## src/rtl/fetch_queue_pkg.sv

```systemverilog
// Shared definitions for the IF->ID fetch queue.
//   FQ_N              default width of PC and instruction
//   FQ_DEPTH_DEFAULT  default number of queue entries
//   BUBBLE            instruction shown to decode when the queue is empty
//   fq_entry_t        one queued fetch: {pc, instr}
package fetch_queue_pkg;

   localparam int FQ_N             = 32;
   localparam int FQ_DEPTH_DEFAULT = 4;

   localparam logic [FQ_N-1:0] BUBBLE = 32'h0000_0000;

   typedef struct packed {
      logic [FQ_N-1:0] pc;
      logic [FQ_N-1:0] instr;
   } fq_entry_t;

endpackage

```

## src/rtl/fetch_queue_ram.sv

```systemverilog
// Storage array for the fetch queue.
//   clk      rising-edge clock
//   we_i     write enable
//   waddr_i  write address
//   wdata_i  write data
//   raddr_i  read address (asynchronous read)
//   rdata_o  read data
// Data is not reset; the top-level occupancy count decides what is valid.
module fetch_queue_ram #(
   parameter int W     = 64,
   parameter int DEPTH = 4,
   localparam int AW   = $clog2(DEPTH)
) (
   input  logic          clk,
   input  logic          we_i,
   input  logic [AW-1:0] waddr_i,
   input  logic [W-1:0]  wdata_i,
   input  logic [AW-1:0] raddr_i,
   output logic [W-1:0]  rdata_o
);

   logic [W-1:0] mem_q [DEPTH];

   always_ff @(posedge clk) begin
      if (we_i) mem_q[waddr_i] <= wdata_i;
   end

   assign rdata_o = mem_q[raddr_i];

endmodule

```

## src/rtl/fetch_queue.sv

```systemverilog
// Circular buffer between fetch (IF) and decode (ID).
// Captures {PC+4, instruction} pairs from IF and presents the oldest to ID.
//   clk, rst        clock, asynchronous active-high reset
//   wrEnIn          IF presents a valid fetch
//   PCIn            PC+4 from IF
//   instructionIn   instruction from IF
//   flushIn         taken branch: drop all entries and this cycle's fetch
//   freezeIn        ID stall: hold the head entry
//   fullOut         queue full (freezes IF)
//   validOut        head entry valid
//   PCOut           head PC+4 (0 when empty)
//   instructionOut  head instruction (BUBBLE when empty)
//   countOut        occupancy
// Optional feature macro: FETCH_QUEUE_BYPASS_EN -- when the queue is empty and
// decode is not frozen, an incoming fetch is forwarded to the outputs in the
// same cycle and consumed without being stored.
module fetch_queue
   import fetch_queue_pkg::*;
#(
   parameter int N     = FQ_N,
   parameter int DEPTH = FQ_DEPTH_DEFAULT,
   localparam int AW   = $clog2(DEPTH),
   localparam int CW   = AW + 1
) (
   input  logic          clk,
   input  logic          rst,
   input  logic          wrEnIn,
   input  logic [N-1:0]  PCIn,
   input  logic [N-1:0]  instructionIn,
   input  logic          flushIn,
   input  logic          freezeIn,
   output logic          fullOut,
   output logic          validOut,
   output logic [N-1:0]  PCOut,
   output logic [N-1:0]  instructionOut,
   output logic [CW-1:0] countOut
);

   logic [AW-1:0]  wp_q, wp_d, rp_q, rp_d;
   logic [CW-1:0]  cnt_q, cnt_d;
   logic [2*N-1:0] rd_data;
   logic           empty, full, pop, push, bypass;

   assign empty = (cnt_q == '0);
   assign full  = (cnt_q == CW'(DEPTH));
   assign pop   = ~empty & ~freezeIn;

`ifdef FETCH_QUEUE_BYPASS_EN
   // rst term keeps the outputs at the reset value while reset is held.
   assign bypass = empty & wrEnIn & ~freezeIn & ~flushIn & ~rst;
`else
   assign bypass = 1'b0;
`endif

   // A bypassed fetch is consumed on the spot, so it is never written.
   assign push = wrEnIn & (~full | pop) & ~bypass;

   always_comb begin
      wp_d  = wp_q;
      rp_d  = rp_q;
      cnt_d = cnt_q;
      if (flushIn) begin
         wp_d  = '0;
         rp_d  = '0;
         cnt_d = '0;
      end else begin
         if (push) wp_d = wp_q + 1'b1;
         if (pop)  rp_d = rp_q + 1'b1;
         if (push & ~pop)      cnt_d = cnt_q + 1'b1;
         else if (pop & ~push) cnt_d = cnt_q - 1'b1;
      end
   end

   always_ff @(posedge clk or posedge rst) begin
      if (rst) begin
         wp_q  <= '0;
         rp_q  <= '0;
         cnt_q <= '0;
      end else begin
         wp_q  <= wp_d;
         rp_q  <= rp_d;
         cnt_q <= cnt_d;
      end
   end

   fetch_queue_ram #(
      .W     (2 * N),
      .DEPTH (DEPTH)
   ) u_ram (
      .clk     (clk),
      .we_i    (push & ~flushIn),
      .waddr_i (wp_q),
      .wdata_i ({PCIn, instructionIn}),
      .raddr_i (rp_q),
      .rdata_o (rd_data)
   );

   always_comb begin
      if (bypass) begin
         PCOut          = PCIn;
         instructionOut = instructionIn;
      end else if (empty) begin
         PCOut          = '0;
         instructionOut = N'(BUBBLE);
      end else begin
         PCOut          = rd_data[2*N-1:N];
         instructionOut = rd_data[N-1:0];
      end
   end

   assign validOut = ~empty | bypass;
   assign fullOut  = full;
   assign countOut = cnt_q;

   // IF is expected to be frozen by fullOut before it would lose a fetch.
   a_no_drop: assert property (@(posedge clk) disable iff (rst)
      !(wrEnIn && full && !pop && !flushIn))
      else $warning("fetch_queue: fetch dropped while full");

endmodule

```

## config.mk

```make
export PLATFORM = sky130hd
export DESIGN_NAME = fetch_queue
export DESIGN_NICKNAME = d
export VERILOG_FILES = /design/src/rtl/fetch_queue_pkg.sv /design/src/rtl/fetch_queue_ram.sv /design/src/rtl/fetch_queue.sv
export SDC_FILE = /design/constraint.sdc
export NUM_CORES = 1
export LEC_CHECK = 0
export CAP_MARGIN = 10
export CELL_PAD_IN_SITES_DETAIL_PLACEMENT = 2
export CELL_PAD_IN_SITES_GLOBAL_PLACEMENT = 2
export CORE_AREA = 2 2 151 153
export CTS_BUF_LIST = sky130_fd_sc_hd__clkbuf_8
export DETAILED_ROUTE_END_ITERATION = 7
export DIE_AREA = 0 0 153 155
export PLACE_DENSITY = 0.84
export SYNTH_ARGS = -nofsm -noshare
export SYNTH_HDL_FRONTEND = slang
export SYNTH_SLANG_ARGS = --single-unit
```

## constraint.sdc

```tcl
create_clock -name clk -period 18.6 [get_ports clk]
set_input_delay 3.72 -clock clk [delete_from_list [all_inputs] [get_ports clk]]
set_output_delay 3.72 -clock clk [all_outputs]
set_load 0.02 [all_outputs]
```

# After elaboration in Yosys (flattened, before gate mapping)
# Memory sizes are Yosys's and may differ from the RTL's.
# Cells that the tools add are included.
[totals] ff_bits=7 ramBits=256 in_bits=69 out_inout_bits=69 wordCells=36 memories=1
[op_classes] n_addsub=4 eq_ne=1 muxes=11 bitwise=12 reduce_logical=4
[mem_list] memory="u_ram.mem_q" depth=4 width=64 rd=1 rd_clocked_by_memory_dff=0 wr=1 line="fetch_queue_ram.sv:22" rtl="logic [W-1:0] mem_q [DEPTH];"
[op_table] op="2-to-1 mux 32 bit" n=2
[op_table] op="2-to-1 mux 3 bit" n=3
[op_table] op="2-to-1 mux 2 bit" n=4
[op_table] op="inverter 1 bit" n=6
[op_table] op="bitwise AND 1 bit" n=5
[op_table] op="adder 2 x 1 -> 2 bit, second input constant" n=2
[op_table] op="nonzero test 2 bit" n=2
[op_table] op="adder 3 x 1 -> 3 bit, second input constant" n=1
[op_table] op="equality test 3 bit, second input constant" n=1
[op_table] op="zero test 3 bit" n=1
[op_table] op="nonzero test 3 bit" n=1
[op_table] op="subtractor 3 x 1 -> 3 bit, second input constant" n=1
[op_table] op="2-to-1 mux 1 bit" n=2
[op_table] op="bitwise OR 1 bit" n=1

# Depth between registers and ports, before layout
[logic_depth] word_depth=10 mapped_depth=9 ltp_nobuf=7

# Modules after synthesis
# A second synthesis with hierarchy kept.
[unflattened] cells_unflattened=463 hier_area_um2=10289.9
[by_module_without_submodules] module="fetch_queue_ram" n_inst=1 cells_each=338 area_each_um2=9341.5 seq_area_each_um2=7687.4
[by_module_without_submodules] module="fetch_queue" n_inst=1 cells_each=125 area_each_um2=948.4 seq_area_each_um2=175.2

# Least setup slack after synthesis
# No wires, ideal clock.
[synth_timing] path_type="input to register" from="in freezeIn" to="mem u_ram.mem_q[0][0], enable pin" setup_time_ns=0.578 arrival_time_ns=8.800 required_time_ns=18.022 slack_ns=9.222 path_stages=4 n_path_buf=1 cell_sequence="buf_2 > nand2_1 > o31ai_1 > nor3b_1"
[synth_between] elab_chain_cells=7
[synth_lines] element="start, declared" line="fetch_queue.sv:31" rtl="input logic freezeIn,"
[synth_lines] element="inverter 1 bit" line="fetch_queue.sv:46" rtl="assign pop = ~empty & ~freezeIn;"
[synth_lines] element="bitwise AND 1 bit" line="fetch_queue.sv:46"
[synth_lines] element="bitwise OR 1 bit" line="fetch_queue.sv:56" rtl="assign push = wrEnIn & (~full | pop) & ~bypass;"
[synth_lines] element="bitwise AND 1 bit" line="fetch_queue.sv:56"
[synth_lines] element="bitwise AND 1 bit" line="fetch_queue.sv:91" rtl=".we_i (push & ~flushIn),"
[synth_lines] element="2-to-1 mux 1 bit" line="fetch_queue_ram.sv:25" rtl="if (we_i) mem_q[waddr_i] <= wdata_i;"
[synth_lines] element="2-to-1 mux 1 bit (not written as such)" line="fetch_queue_ram.sv:25"
[synth_lines] element="end, declared" line="fetch_queue_ram.sv:22"
# No other way between the ends.

# Worst setup path after layout
[layout_timing] from="reg rp_q[0]" to="out PCOut[15]"
[layout_between] elab_chain_cells=2
[layout_lines] element="start, declared" line="fetch_queue.sv:39" rtl="logic [AW-1:0] wp_q, wp_d, rp_q, rp_d;"
[layout_lines] element="start signal, assigned" line="fetch_queue.sv:81" rtl="rp_q <= rp_d;"
[layout_lines] element="memory read (4 x 64 bit)"
[layout_lines] element="2-to-1 mux 32 bit" line="fetch_queue.sv:102" rtl="end else if (empty) begin"
[layout_lines] element="end, declared" line="fetch_queue.sv:34" rtl="output logic [N-1:0] PCOut,"
# No other way between the ends.

==> impl_metrics.env <==
export IMPL_nFillCells=1792
export IMPL_grt_pass1_vias=5977
export IMPL_clk_pin_slew_ns=0.06
export IMPL_max_freq_mhz=139
export IMPL_dp_hpwl_um=15300
export IMPL_status="finished, final reports clean"
export IMPL_n_antenna_cell=0
export IMPL_synthesis_area_mm2=0.0103
export IMPL_grt_util_met3_pct=3.45
export IMPL_crit_arrival_ns=3.47
export IMPL_yosys_area_top_type="edfxtp_1"
export IMPL_cpLargestDelayFamily="buffers and inverters"
export IMPL_clk_insertion_delay_late_ns=0.54
export IMPL_syn_avg_cell_area_um2=21.8
export IMPL_critPathCaptureType="output pin"
export IMPL_routabilityCongestion=0.715
export IMPL_async_flop_share_pct=2.66
export IMPL_wl_per_cell_um=26.6
export IMPL_synth_adder_area_share_pct=0.681
export IMPL_hold_viol_final=0
export IMPL_setup_slack_ns=11.41
export IMPL_first_pass_iters=4
export IMPL_ir_drop_uv=75.8
export IMPL_yosys_area_share_xor_xnor_pct=0.0851
export IMPL_synth_mux_area_share_pct=14.5
export IMPL_drt_initial_drc_count=275
export IMPL_yosysUniqueCellTypes=36
export IMPL_cp_startpoint="rp_q[0]"
export IMPL_root_buffer="clkbuf_8"
export IMPL_path_max_fanout=50
export IMPL_fin_util_pct=57.2
export IMPL_rows=55
export IMPL_endpoint="PCOut[15]"
export IMPL_antenna_found_initial=0
export IMPL_yosys_top_cells_area="edfxtp_1 75%, mux4_2 14%, and2_1 4.0%"
export IMPL_reg2reg_to="countOut[2]"
export IMPL_synth_fp_nets=545
export IMPL_use_met1_pct=27.5
export IMPL_maxSlewHeadroom_pct=25.7
export IMPL_start_kind="register"
export IMPL_cts_max_level=2
export IMPL_port_buffers=137
export IMPL_hp_class="reg -> reg"
export IMPL_synth_simple_area_share_pct=5.28
export IMPL_instances_no_fill=952
export IMPL_synth_edf_count=256
export IMPL_leakagePower_nw=4.08
export IMPL_cts_tree="yes"
export IMPL_gr_usage_met2_pct=38.9
export IMPL_slowest_stage="buf_4"
export IMPL_critPathKind="reg -> out"
export IMPL_setup_tns_ns=0
export IMPL_reg2reg_slack_ns=15.73
export IMPL_cts_resized=0
export IMPL_vias_per_cell=5.42
export IMPL_cpPeakStageDelay_ns=0.86
export IMPL_grt_use_total_pct=21.7
export IMPL_finalSetupViolCount=0
export IMPL_synth_most_common_cell="edfxtp_1"
export IMPL_synth_ff_type="edfxtp_1"
export IMPL_p_per_area_mw_per_mm2=133
export IMPL_vias=5161
export IMPL_dp_cells=873
export IMPL_synth_compound_area_share_pct=0.924
export IMPL_syn_to_final_growth_pct=23.5
export IMPL_rsz0062_at_grt="no"
export IMPL_ios=138
export IMPL_pre_cts_ws_ns=11.87
export IMPL_core_area_mm2=0.0222
export IMPL_die_h_um=155
export IMPL_r2r_start="countOut[0]"
export IMPL_maxCapViolations=0
export IMPL_crit_cells=4
export IMPL_start_util_pct=46.3
export IMPL_routed_wirelength_um=25400
export IMPL_hold_path_depth=2
export IMPL_drive_above_1_share_pct=19.9
export IMPL_fin_nets=708
export IMPL_drtAntennaViolNets=0
export IMPL_grt_pass1_wl_um=38400
export IMPL_fin_crit_sh_pct=38.7
export IMPL_ys_seq_area_share_pct=76.4
export IMPL_rr_worst_depth=7
export IMPL_final_min_clock_period_ns=7.19
export IMPL_crit_chain="buf_4 -> mux4_1 -> and2_1 -> clkdlybuf4s50_1"
export IMPL_postCtsHoldBufs=0
export IMPL_numCtsBuffers=44
export IMPL_die_area_mm2=0.0237
export IMPL_synthCells=471
export IMPL_worst_slew_pin_slew_ns=1.11
export IMPL_grt_ovfl_total=0
export IMPL_synthDominantCellAreaShare_pct=74.7
export IMPL_die_x_um=153
export IMPL_cts_setup_buffers=0
export IMPL_synth_top_family_by_area="multiplexers"
export IMPL_slew_viol_final=0
export IMPL_drc=0
export IMPL_cp_num_buf_inv=2
export IMPL_synth_seq_cells=263
export IMPL_hold_ws_ns=0.636
export IMPL_fin_skew_ns=0.0188
export IMPL_yosys_top_cells_count="256 x edfxtp_1, 65 x and2_1, 63 x mux4_2, 9 x buf_2, 8 x clkbuf_1"
export IMPL_cts_max_path_buffers=3
export IMPL_worstPathRequired_ns=14.88
export IMPL_grt_max_degree=67
export IMPL_grt_most_used_layer="met2"
export IMPL_cts_sinks=263
export IMPL_yosysWarnings=0
## kinds of logic (layout without fill, tap and decap cells)
family,after synthesis,in the layout
AO/OA/AOI/OAI,13,13
XOR/XNOR,1,1
adder cells (fa/ha/maj),5,5
buffers and inverters,33,229
flip-flops,263,263
multiplexers,68,68
AND/OR/NAND/NOR,88,88
## area by class of cell
class | instances | area [µm²] | area share, %
Sequential cell | 263 | 7870 | 61.9
Multi-Input combinational cell | 175 | 2230 | 17.5
Timing Repair Buffer | 143 | 1420 | 11.1
Clock buffer | 45 | 619 | 4.87
Tap cell | 285 | 357 | 2.81
Clock inverter | 34 | 194 | 1.53
Inverter | 7 | 26.3 | 0.207
## report_power, final
group	internal [mW]	leakage, nW	switching [mW]
Combinational	0.244	1.21	0.258
Clock	0.252	0.459	0.229
Sequential	0.680	2.41	0.0274
Total	1.18	4.08	0.515
## registers in the layout, indices dropped and copies added (netlist names)
| register | cells |
|---|---|
| u_ram.mem_q | 256 |
| rp_q | 2 |
| countOut | 3 |
| wp_q | 2 |
## worst min-delay path, cell delays in order (launching register included)
cell and delay, ns:
dfrtp_1 0.43, nand2b_1 0.10, mux2i_1 0.06
## metal layers
metal  routed length [µm]  vias up  share of wire [%]
li1                     -     2231                  -
met1                10500     2744                 42
met2                13400      147                 53
met3                  953       39                3.8
met4                  467        0                1.8
met5                    0        -                  0
## placed cells by master, fill, tap and decap left out, types with 4 or more instances in the layout
cell / instances
edfxtp_1: 256
clkdlybuf4s50_1: 137
and2_1: 65
mux4_2: 63
clkbuf_8: 45
inv_1: 21
clkinv_1: 12
nor2_1: 7
buf_4: 6
dfrtp_1: 5
nor3b_2: 4
ha_1: 4
## stage by stage
stage               power, mW  area [µm²]
finish                   1.69       12700
global route             1.76       12700
CTS                      1.72       12700
detailed placement       1.23       11900
global placement         1.20       11900
floorplan                1.01       10300
## worst min-delay path by stage
stage | startpoint | to
global route | wp_q[1] | wp_q[1]
floorplan | wp_q[1] | wp_q[1]
detailed placement | wp_q[1] | wp_q[1]
CTS | wp_q[1] | wp_q[1]
finish | wp_q[1] | wp_q[1]
global placement | wp_q[1] | wp_q[1]
No activity file was read; power rests on OpenSTA's default activity.
